$ cat config.mk
export PLATFORM = sky130hd
export DESIGN_NAME = usb_rx_pkt_ctrl
export DESIGN_NICKNAME = d
export VERILOG_FILES = /design/src/rtl/usb_rx_pkt_ctrl.sv
export SDC_FILE = /design/constraint.sdc
export NUM_CORES = 1
export LEC_CHECK = 0
export ABC_AREA = 1
export CELL_PAD_IN_SITES_DETAIL_PLACEMENT = 1
export CELL_PAD_IN_SITES_GLOBAL_PLACEMENT = 2
export CORE_ASPECT_RATIO = 0.9
export CORE_MARGIN = 2
export CORE_UTILIZATION = 30
export CTS_CLUSTER_SIZE = 12
export DETAILED_ROUTE_END_ITERATION = 12
export PLACE_DENSITY_LB_ADDON = 0.1
export SLEW_MARGIN = 5
export SYNTH_ARGS = -nofsm -noshare
export SYNTH_HDL_FRONTEND = slang
export SYNTH_SLANG_ARGS = --single-unit
$ cat constraint.sdc
create_clock -name clk -period 3.6 [get_ports clk]
set_input_delay 0.54 -clock clk [delete_from_list [all_inputs] [get_ports clk]]
set_output_delay 0.54 -clock clk [all_outputs]
set_load 0.02 [all_outputs]
$ cat src/rtl/usb_rx_pkt_ctrl.sv
// USB full-speed receive packet controller: checks SYNC/PID, forwards PID and data
// bytes to the rx FIFO, enforces length/overflow limits and reports packet status.
module usb_rx_pkt_ctrl #(
    parameter int         MAX_BYTES = 64,
    parameter logic [7:0] SYNC_BYTE = 8'h80,
    localparam int        CW        = $clog2(MAX_BYTES + 1)
) (
    input  logic          clk,
    input  logic          rst,
    input  logic          d_edge,
    input  logic          eop,
    input  logic          shift_enable,
    input  logic          byte_received,
    input  logic [7:0]    rcv_data,
    input  logic          fifo_full,
    output logic          rcving,
    output logic          w_enable,
    output logic [7:0]    w_data,
    output logic          r_error,
    output logic [3:0]    pid,
    output logic          pkt_done,
    output logic [CW-1:0] byte_count
);

    typedef enum logic [2:0] {
        IDLE,
        SYNC,
        PID,
        DATA,
        ERR,
        EOP
    } state_t;

    state_t        state_reg, state_next;
    logic [2:0]    bit_cnt_reg;
    logic [CW-1:0] byte_count_reg, byte_count_next;
    logic [3:0]    pid_reg, pid_next;
    logic          r_error_reg, r_error_next;
    logic          w_enable_reg, w_enable_next;
    logic [7:0]    w_data_reg, w_data_next;
    logic          pkt_done_reg, pkt_done_next;
    logic          err_eop_reg, err_eop_next;
    logic          eop_bit;

    assign eop_bit = eop & shift_enable;

    always_ff @(posedge clk or posedge rst) begin
        if (rst) begin
            state_reg      <= IDLE;
            byte_count_reg <= '0;
            pid_reg        <= '0;
            r_error_reg    <= 1'b0;
            w_enable_reg   <= 1'b0;
            w_data_reg     <= '0;
            pkt_done_reg   <= 1'b0;
            err_eop_reg    <= 1'b0;
        end else begin
            state_reg      <= state_next;
            byte_count_reg <= byte_count_next;
            pid_reg        <= pid_next;
            r_error_reg    <= r_error_next;
            w_enable_reg   <= w_enable_next;
            w_data_reg     <= w_data_next;
            pkt_done_reg   <= pkt_done_next;
            err_eop_reg    <= err_eop_next;
        end
    end

    // Bit position within the current byte; only used to judge EOP alignment.
    always_ff @(posedge clk or posedge rst) begin
        if (rst) begin
            bit_cnt_reg <= '0;
        end else if (state_reg == IDLE && d_edge) begin
            bit_cnt_reg <= '0;
        end else if (byte_received) begin
            bit_cnt_reg <= '0;
        end else if (shift_enable) begin
            bit_cnt_reg <= bit_cnt_reg + 3'd1;
        end
    end

    always_comb begin
        state_next      = state_reg;
        byte_count_next = byte_count_reg;
        pid_next        = pid_reg;
        r_error_next    = r_error_reg;
        w_enable_next   = 1'b0;
        w_data_next     = w_data_reg;
        pkt_done_next   = 1'b0;
        err_eop_next    = 1'b0;

        case (state_reg)
            IDLE: begin
                if (d_edge) begin
                    state_next      = SYNC;
                    r_error_next    = 1'b0;
                    byte_count_next = '0;
                end
            end
            SYNC: begin
                if (eop_bit) begin
                    state_next   = ERR;
                    err_eop_next = 1'b1;
                end else if (byte_received) begin
                    state_next = (rcv_data == SYNC_BYTE) ? PID : ERR;
                end
            end
            PID: begin
                if (eop_bit) begin
                    state_next   = ERR;
                    err_eop_next = 1'b1;
                end else if (byte_received) begin
                    if (rcv_data[7:4] == ~rcv_data[3:0]) begin
                        state_next    = DATA;
                        pid_next      = rcv_data[3:0];
                        w_enable_next = 1'b1;
                        w_data_next   = rcv_data;
                    end else begin
                        state_next = ERR;
                    end
                end
            end
            DATA: begin
                // An EOP landing on the byte strobe is misaligned; the byte is dropped.
                if (eop_bit) begin
                    if (byte_received || bit_cnt_reg != 3'd0) begin
                        state_next   = ERR;
                        err_eop_next = 1'b1;
                    end else begin
                        state_next = EOP;
                    end
                end else if (byte_received) begin
                    if (fifo_full || byte_count_reg == CW'(MAX_BYTES)) begin
                        state_next = ERR;
                    end else begin
                        w_enable_next   = 1'b1;
                        w_data_next     = rcv_data;
                        byte_count_next = byte_count_reg + CW'(1);
                    end
                end
            end
            ERR: begin
                // The EOP that caused the error still counts once we are in ERR.
                if (eop_bit || (err_eop_reg && eop)) begin
                    state_next = EOP;
                end else begin
                    err_eop_next = err_eop_reg & eop;
                end
            end
            EOP: begin
                if (!eop) begin
                    state_next    = IDLE;
                    pkt_done_next = ~r_error_reg;
                end
            end
            default: begin
                state_next = IDLE;
            end
        endcase

        if (state_next == ERR) begin
            r_error_next = 1'b1;
        end
    end

    assign rcving     = (state_reg != IDLE);
    assign w_enable   = w_enable_reg;
    assign w_data     = w_data_reg;
    assign r_error    = r_error_reg;
    assign pid        = pid_reg;
    assign pkt_done   = pkt_done_reg;
    assign byte_count = byte_count_reg;

endmodule
==> results of run 1 <==
==> power breakdown <==
part | leakage (nW) | switching, mW | internal, mW
Combinational | 0.578 | 0.222 | 0.159
Clock | 0.0443 | 0.122 | 0.151
Sequential | 0.393 | 0.0512 | 0.383
Total | 1.01 | 0.395 | 0.693
==> synthesized netlist by cell type, drive strengths merged <==
master	instances	area share, %
buf	3	1.7
nand4	5	2.0
or2	1	0.39
nand3b	1	0.47
nor3	4	1.3
nor2	27	7.6
xnor2	2	1.1
ha	4	3.2
nand3	18	6.5
a41oi	1	0.55
o211ai	1	0.47
a21oi	11	3.9
dfrtp	29	46
nand2	59	14
xor2	2	1.1
inv	24	5.7
o21ai	13	4.1
==> placed cells by master, fill, tap and decap left out, drive strengths merged <==
cell,count
nand2,59
clkdlybuf4s50,37
dfrtp,29
nor2,27
inv,24
nand3,18
o21ai,13
a21oi,11
clkbuf,7
nand4,5
nor3,4
ha,4
xor2,2
xnor2,2
nand3b,1
o211ai,1
a41oi,1
or2,1
buf,1
==> kinds of logic after synthesis <==
group	Yosys count	synth area share [%]
xor+xnor	4	2.21
fa+ha+maj	4	3.15
compound gates	26	9.06
flops	29	45.7
simple gates	115	32.5
buf+inv	27	7.41
==> through the flow <==
step                cells  setup WS [ns]  util [%]  instance area (sq um)  power [mW]
finish                314           1.34      40.6                   2110        1.09
global route          314           1.10      40.6                   2110        1.17
CTS                   314           1.31      40.6                   2110        1.10
detailed placement    307           1.01      38.9                   2020       0.825
global placement      307           1.11      38.9                   2020       0.826
floorplan             205           1.96         -                   1590       0.660
==> layout make-up <==
| cell class | count | area (sq um) |
|---|---|---|
| clock buffers | 7 | 86.3 |
| fillers | 636 | 3080 |
| inverters | 24 | 90.1 |
| multi-input cells | 149 | 744 |
| flip-flops and latches | 29 | 726 |
| well taps | 67 | 83.8 |
| repair buffers | 38 | 378 |
==> worst paths after layout <==
check                                             from                         to  cells after the start
worst max-delay path                      shift_enable      w_data[6]$_DFFE_PP0P_                      8
worst min-delay path               r_error$_DFFE_PP0P_         pkt_done$_DFF_PP0_                      1
worst max register to register  state_reg[0]$_DFF_PP0_      w_data[6]$_DFFE_PP0P_                      7
worst min register to register     r_error$_DFFE_PP0P_         pkt_done$_DFF_PP0_                      1
max in group asynchronous                          rst      w_data[5]$_DFFE_PP0P_                      3
min in group asynchronous                          rst  byte_count[4]$_DFFE_PP0P_                      3
==> layer usage <==
metal	GRT usage [%]	up-vias
met3	4.46	5
li1	-	738
met2	25.0	29
met1	23.5	673
met4	5.65	0
met5	0	-
==> results.txt, run 1 <==
crit path launch type: primary input
die height: 73.0 um
largest net degree at the start of global routing: 30
CTS sink count: 29
Slowest Stage Delay on Critical Path: 0.50 ns
clk slew on worst S/H paths: 0.06 ns
CP Cell Sequence: clkdlybuf4s50_1 > nand2_1 > nand2_1 > nor2_1 > nand3_1 > nand2_2 > nor2_1 > a21oi_1
Worst-Skew Late Latency: 0.28 ns
1st-pass router iterations: 4
Slew @ Worst Pin: 0.499 ns
Synth cell types: 25
final WL: 4.23 mm
Final Setup Violations: 0
Max FO, Critical Path: 13
Final TNS setup: 0 ns
fin. max-slew vios: 0
Mapped Cells: 205
Mapped Area: 0.00159 sq mm
clk_skew: 0.0120 ns
maxcap violations: 0
Power Density: 516 mW/mm^2
DRT met1 WL: 2.16 mm
R2R Setup Slk: 1.71 ns
Tmin final: 2.26 ns
GRT Util Overall: 16.7%
Post-Syn Area per Cell: 7.75 sq um
Relative slew margins: 66.6%
Via-to-Cell Ratio: 4.60
Detail Route Antenna Nets: 0
setup repair after global routing missed its margin: false
Hold WS: 0.473 ns
number of setup buffers added after CTS: 0
status: completed
worst path bufs/invs: 1
share of the clock period used by the worst path: 62.9%
post-synthesis register bit count: 29
Worst setup EP type: register
uppermost layer routed: met4
slowest stage cell, crit path: clkdlybuf4s50_1
CTS tree: yes
Starting Density: 30.6%
CP top delay family: simple AND/OR/NAND/NOR gates
number of global-route vias before repair: 1539
Port Buf Inserts: 37
Avg WL per Cell: 13.5 um
Crit path required time: 3.80 ns
synth warn: 0
antenna violations before repair: 0
worst min path class: reg -> reg
Fmax: 0.442 GHz
CTS Buf Count: 5
Hold Fails Final Rpt: 0
dpl hpwl: 3.16 mm
nets@finish: 266
root buffer cell: clkbuf_8
post-synthesis sequential area ratio: 45.7%
die width: 80.7 um
max reg flops: 8
via count: 1445
crit path DAT: 2.46 ns
Clock Tree Buf Depth: 2
CTS H-tree depth: 2
routability cong.: 0.772
routed wl met3: 182 um
Critical Setup Path Class: in -> reg
first-pass GRT wire length: 7.50 mm
# resized after CTS: 0
hold buffers post-CTS: 0
antenna cells: 0
DR WL met2: 1.83 mm
grt ovf: 0
Syn Nets: 224
num ports: 38
Lkg Pwr: 1.01 nW
synth-to-layout area growth: 32.8%
DR DRC count: 0
die area: 0.00589 sq mm
Iter 0 DRT Violations: 52
layout cells sized above 1: 8.10%
Core Rows: 25
Core Region: 0.00519 sq mm
Worst VDD drop: 235 uV
(Power assumes the default switching activity.)
==> run 2: changes to the inputs <==
Settings changed: CORE_UTILIZATION 30 to 25.
Clock period 3.6 ns to 1.9 ns, I/O delays scaled along.
==> run 2 against run 1 <==
  * Die area rose by 19%
  * First-iteration DRC count fell by 23%
  * Flip-flop and latch count did not move
  * Core utilization fell by 4.0 points
  * Hold slack got worse by 0.094 ns
  * Critical path depth fell by 5
  * Non-clock buffer count rose by 11
  * Register-to-register slack got worse by 1.5 ns
  * Sequential power rose by 89%
  * Clock-buffer cell count did not move
  * Setup slack got worse by 1.3 ns
  * Largest power group unchanged
==> results.txt, run 2 (synthesis results as in run 1) <==
Crit path required time: 1.62 ns
FF-to-FF path depth: 9
Port Buf Inserts: 37
CP top delay family: buffers and inverters
Slowest Stage Delay on Critical Path: 0.53 ns
dpl cells: 338
Core Region: 0.00611 sq mm
fin worst setup slack: 0.0747 ns
RR Endpoint: w_data[6]$_DFFE_PP0P_
number of setup buffers added after CTS: 0
max reg flops: 8
status: completed
share of the clock period used by the worst path: 96.1%
commonest non-fill, non-tap cell in the layout: nand2_1
Detail Route Antenna Nets: 0
Worst-Skew Late Latency: 0.28 ns
grt ovf: 0
worst min path class: in -> async
logic gate share of total power: 35.1%
antenna violations before repair: 0
dpl hpwl: 3.37 mm
Final Setup Violations: 0
Worst VDD drop: 506 uV
Hold Fails Final Rpt: 0
CTS Buf Count: 5
internal power component: 1.38 mW
die width: 88.0 um
area of the multi-input gates: 753 sq um
Register Area: 726 sq um
CP Cell Sequence: nor3_2 > inv_1 > clkdlybuf4s50_1
hold buffers post-CTS: 0
largest net degree at the start of global routing: 30
Relative slew margins: 73.5%
Slew @ Worst Pin: 0.394 ns
Fmax: 0.548 GHz
crit path launch type: register
Worst setup EP type: output pin
Final TNS setup: 0 ns
crit path DAT: 1.54 ns
routability cong.: 0.720
Power Density: 960 mW/mm^2
Clock Tree Buf Depth: 2
clk_skew: 0.00317 ns
# resized after CTS: 0
Critical Setup Path Class: reg -> out
Core Rows: 27
nets@finish: 277
fin cells: 346
fillers: 757
GRT Util Overall: 14.0%
setup repair after global routing missed its margin: false
first-pass GRT wire length: 7.54 mm
Hold WS: 0.379 ns
layout cells sized above 1: 13.5%
Sw Ratio: 35.9%
1st-pass router iterations: 4
antenna cells: 0
fin. max-slew vios: 0
Max FO, Critical Path: 5
clk slew on worst S/H paths: 0.07 ns
Via-to-Cell Ratio: 4.31
Starting Density: 26.0%
final WL: 4.38 mm
slowest stage cell, crit path: clkdlybuf4s50_1
P_sw: 772 uW
most frequent cells in the layout: 57 x nand2_1, 37 x clkdlybuf4s50_1, 29 x dfrtp_1, 23 x nor2_1, 21 x inv_1
Lkg Pwr: 1.08 nW
worst path bufs/invs: 2
overall power: 2.15 mW
synth-to-layout area growth: 41.1%
pre-CTS worst setup slack: -0.0349 ns
die area: 0.00701 sq mm
worst flop-to-flop path startpoint: byte_count[0]$_DFFE_PP0P_
maxcap violations: 0
Sequential Power Share: 38.1%
root buffer cell: clkbuf_8
CTS sink count: 29
DR DRC count: 0
CTS tree: yes
via count: 1490
num ports: 38
number of global-route vias before repair: 1550
clock network fraction of total power: 26.8%
R2R Setup Slk: 0.18 ns
die height: 79.6 um
Tmin final: 1.83 ns
Iter 0 DRT Violations: 40
CTS H-tree depth: 2
Avg WL per Cell: 12.7 um
==> run 2: final cells by class <==
| type | instances | area share [%] |
|---|---|---|
| clock buffers | 7 | 4.30 |
| clock inverters | 1 | 0.223 |
| inverters | 24 | 4.02 |
| multi-input cells | 149 | 33.6 |
| flip-flops and latches | 29 | 32.4 |
| well taps | 87 | 4.86 |
| repair buffers | 49 | 20.6 |
==> run 2: worst max-delay path by stage <==
stage,end,start,depth (start not counted),slack [ns]
CTS,rcving,state_reg[0]$_DFF_PP0_,3,0.004
global placement,w_data[2]$_DFFE_PP0P_,rcv_data[6],9,0.05
floorplan,byte_count[4]$_DFFE_PP0P_,byte_count[0]$_DFFE_PP0P_,10,0.26
global route,rcving,state_reg[0]$_DFF_PP0_,3,0.004
detailed placement,w_data[6]$_DFFE_PP0P_,shift_enable,8,-0.03
finish,rcving,state_reg[0]$_DFF_PP0_,3,0.07
==> run 2: stage by stage <==
step	area, sq um	utilization [%]
after floorplan	1590	-
after global placement	2130	34.8
after detailed placement	2130	34.8
after CTS	2230	36.5
after global routing	2240	36.6
final	2240	36.6
==> run 2: worst min-delay path: stages <==
cell	delay (ns)
clkdlybuf4s50_1	0.39
inv_1	0.05
buf_4	0.35
==> run 2: metal layers <==
layer / GRT usage (%) / vias to the layer above / routed length [um]
met1: 20.5 / 698 / 2310
met4: 4.62 / 0 / 63
li1: - / 762 / -
met3: 3.52 / 7 / 131
met5: 0 / - / 0
met2: 19.9 / 23 / 1870
==> run 2: power by group through the flow <==
| stage | logic, mW | clock network, mW | registers, mW |
|---|---|---|---|
| floorplan | 0.351 | 0 | 0.900 |
| CTS | 0.760 | 0.602 | 0.817 |
| finish | 0.755 | 0.576 | 0.820 |
| global route | 0.841 | 0.631 | 0.840 |
| global placement | 0.754 | 0 | 0.829 |
| detailed placement | 0.756 | 0 | 0.827 |
==> run 3: changes to the inputs <==
Settings changed: SETUP_SLACK_MARGIN set to 0.15.
==> run 3 against run 2 <==
  * Clock skew about the same
  * Routed wire length about the same
  * Via count about the same
  * First-iteration DRC count down 2.5%
==> results.txt, run 3 (synthesis results as in run 1) <==
placed cell areas: 0.00213 sq mm
hold buffers post-CTS: 0
Worst VDD drop: 506 uV
dpl hpwl: 3.37 mm
routability cong.: 0.720
Fmax: 0.601 GHz
Power Density: 954 mW/mm^2
fillers: 757
maxcap violations: 0
Avg WL per Cell: 12.6 um
antenna cells: 0
crit path DAT: 1.38 ns
largest net degree at the start of global routing: 30
worst path bufs/invs: 1
die width: 88.0 um
Sw Ratio: 36.1%
final WL: 4.37 mm
Port Buf Inserts: 37
via count: 1491
CTS H-tree depth: 2
logic gate share of total power: 34.8%
Relative slew margins: 73.5%
Clock Tree Buf Depth: 2
slowest stage cell, crit path: clkdlybuf4s50_1
antenna violations before repair: 0
crit path launch type: register
Core Region: 0.00611 sq mm
Sequential Power Share: 38.3%
Hold Fails Final Rpt: 0
pre-CTS worst setup slack: -0.0349 ns
setup repair after global routing missed its margin: false
CTS Buf Count: 5
most frequent cells in the layout: 57 x nand2_1, 36 x clkdlybuf4s50_1, 29 x dfrtp_1, 23 x nor2_1, 20 x inv_1
synth-to-layout area growth: 41.3%
nets@finish: 277
root buffer cell: clkbuf_8
Crit path required time: 1.62 ns
status: completed
P_sw: 772 uW
Starting Density: 26.0%
Iter 0 DRT Violations: 39
Via-to-Cell Ratio: 4.31
die area: 0.00701 sq mm
worst min path class: in -> async
Max FO, Critical Path: 6
fin. max-slew vios: 0
clk slew on worst S/H paths: 0.07 ns
first-pass GRT wire length: 7.54 mm
DR DRC count: 0
Core Rows: 27
Lkg Pwr: 1.08 nW
Tmin final: 1.66 ns
layout cells sized above 1: 14.3%
Slew @ Worst Pin: 0.394 ns
Worst setup EP type: output pin
Final TNS setup: 0 ns
GRT Util Overall: 14.0%
CTS tree: yes
commonest non-fill, non-tap cell in the layout: nand2_1
die height: 79.6 um
CP Cell Sequence: clkdlybuf4s50_1
grt ovf: 0
Detail Route Antenna Nets: 0
max reg flops: 8
fin worst setup slack: 0.235 ns
Critical Setup Path Class: reg -> out
1st-pass router iterations: 4
CP top delay family: buffers and inverters
num ports: 38
clock network fraction of total power: 26.9%
share of the clock period used by the worst path: 87.6%
Worst-Skew Late Latency: 0.28 ns
Hold WS: 0.378 ns
post-layout instance area: 0.00224 sq mm
Slowest Stage Delay on Critical Path: 0.64 ns
clk_skew: 0.00309 ns
Final Setup Violations: 0
number of global-route vias before repair: 1550
CTS sink count: 29
post-layout util: 36.7%
internal power component: 1.37 mW
run 3: path summary, 6_finish.rpt:
check / startpoint / end / slack [ns] / cells after the start
worst max-delay path: byte_count[4]$_DFFE_PP0P_ / byte_count[4] / 0.24 / 1
worst min-delay path: rst / pid[0]$_DFFE_PP0P_ / 0.38 / 3
worst max register to register: byte_count[0]$_DFFE_PP0P_ / w_data[6]$_DFFE_PP0P_ / 0.30 / 9
worst min register to register: r_error$_DFFE_PP0P_ / pkt_done$_DFF_PP0_ / 0.46 / 1
max in group asynchronous: rst / state_reg[1]$_DFF_PP0_ / 1.22 / 3
min in group clk: r_error$_DFFE_PP0P_ / pkt_done$_DFF_PP0_ / 0.46 / 1
run 3: area by class of cell:
class                      instances  area, sq um  share of cell area (%)
inverter                          24         90.1                    4.02
multi-input combinational        149          758                    33.8
clock inverter                     1         5.00                   0.223
timing repair buffer              49          459                    20.5
sequential                        29          726                    32.3
tap                               87          109                    4.85
clock buffer                       7         96.3                    4.29
run 3: routing by layer:
metal  part of all wire [%]  vias up  global-route usage, %
met2                     43       23                   19.9
met3                    3.0        7                   3.52
met1                     53      699                   20.5
li1                       -      762                      -
met4                    1.4        0                   4.62
met5                      0        -                      0
run 3: what timing repair did:
action | CTS | global route
setup endpoints to repair | 2 | 16
pin swaps | 0 | 0
buffers inserted | 0 | 0
resized for setup | 3 | 2
run 3: metrics by stage:
stage | std cells | total power, mW
2_1_floorplan | 205 | 1.25
3_3_place_gp | 338 | 1.58
3_5_place_dp | 338 | 1.58
4_1_cts | 346 | 2.18
5_1_grt | 346 | 2.30
6_report | 346 | 2.14
run 3: power by group through the flow:
stage	sequential [mW]	clock (mW)	combinational [mW]
finish	0.820	0.576	0.745
detailed placement	0.827	0	0.756
global route	0.840	0.631	0.831
global placement	0.829	0	0.754
floorplan	0.900	0	0.351
CTS	0.821	0.602	0.760
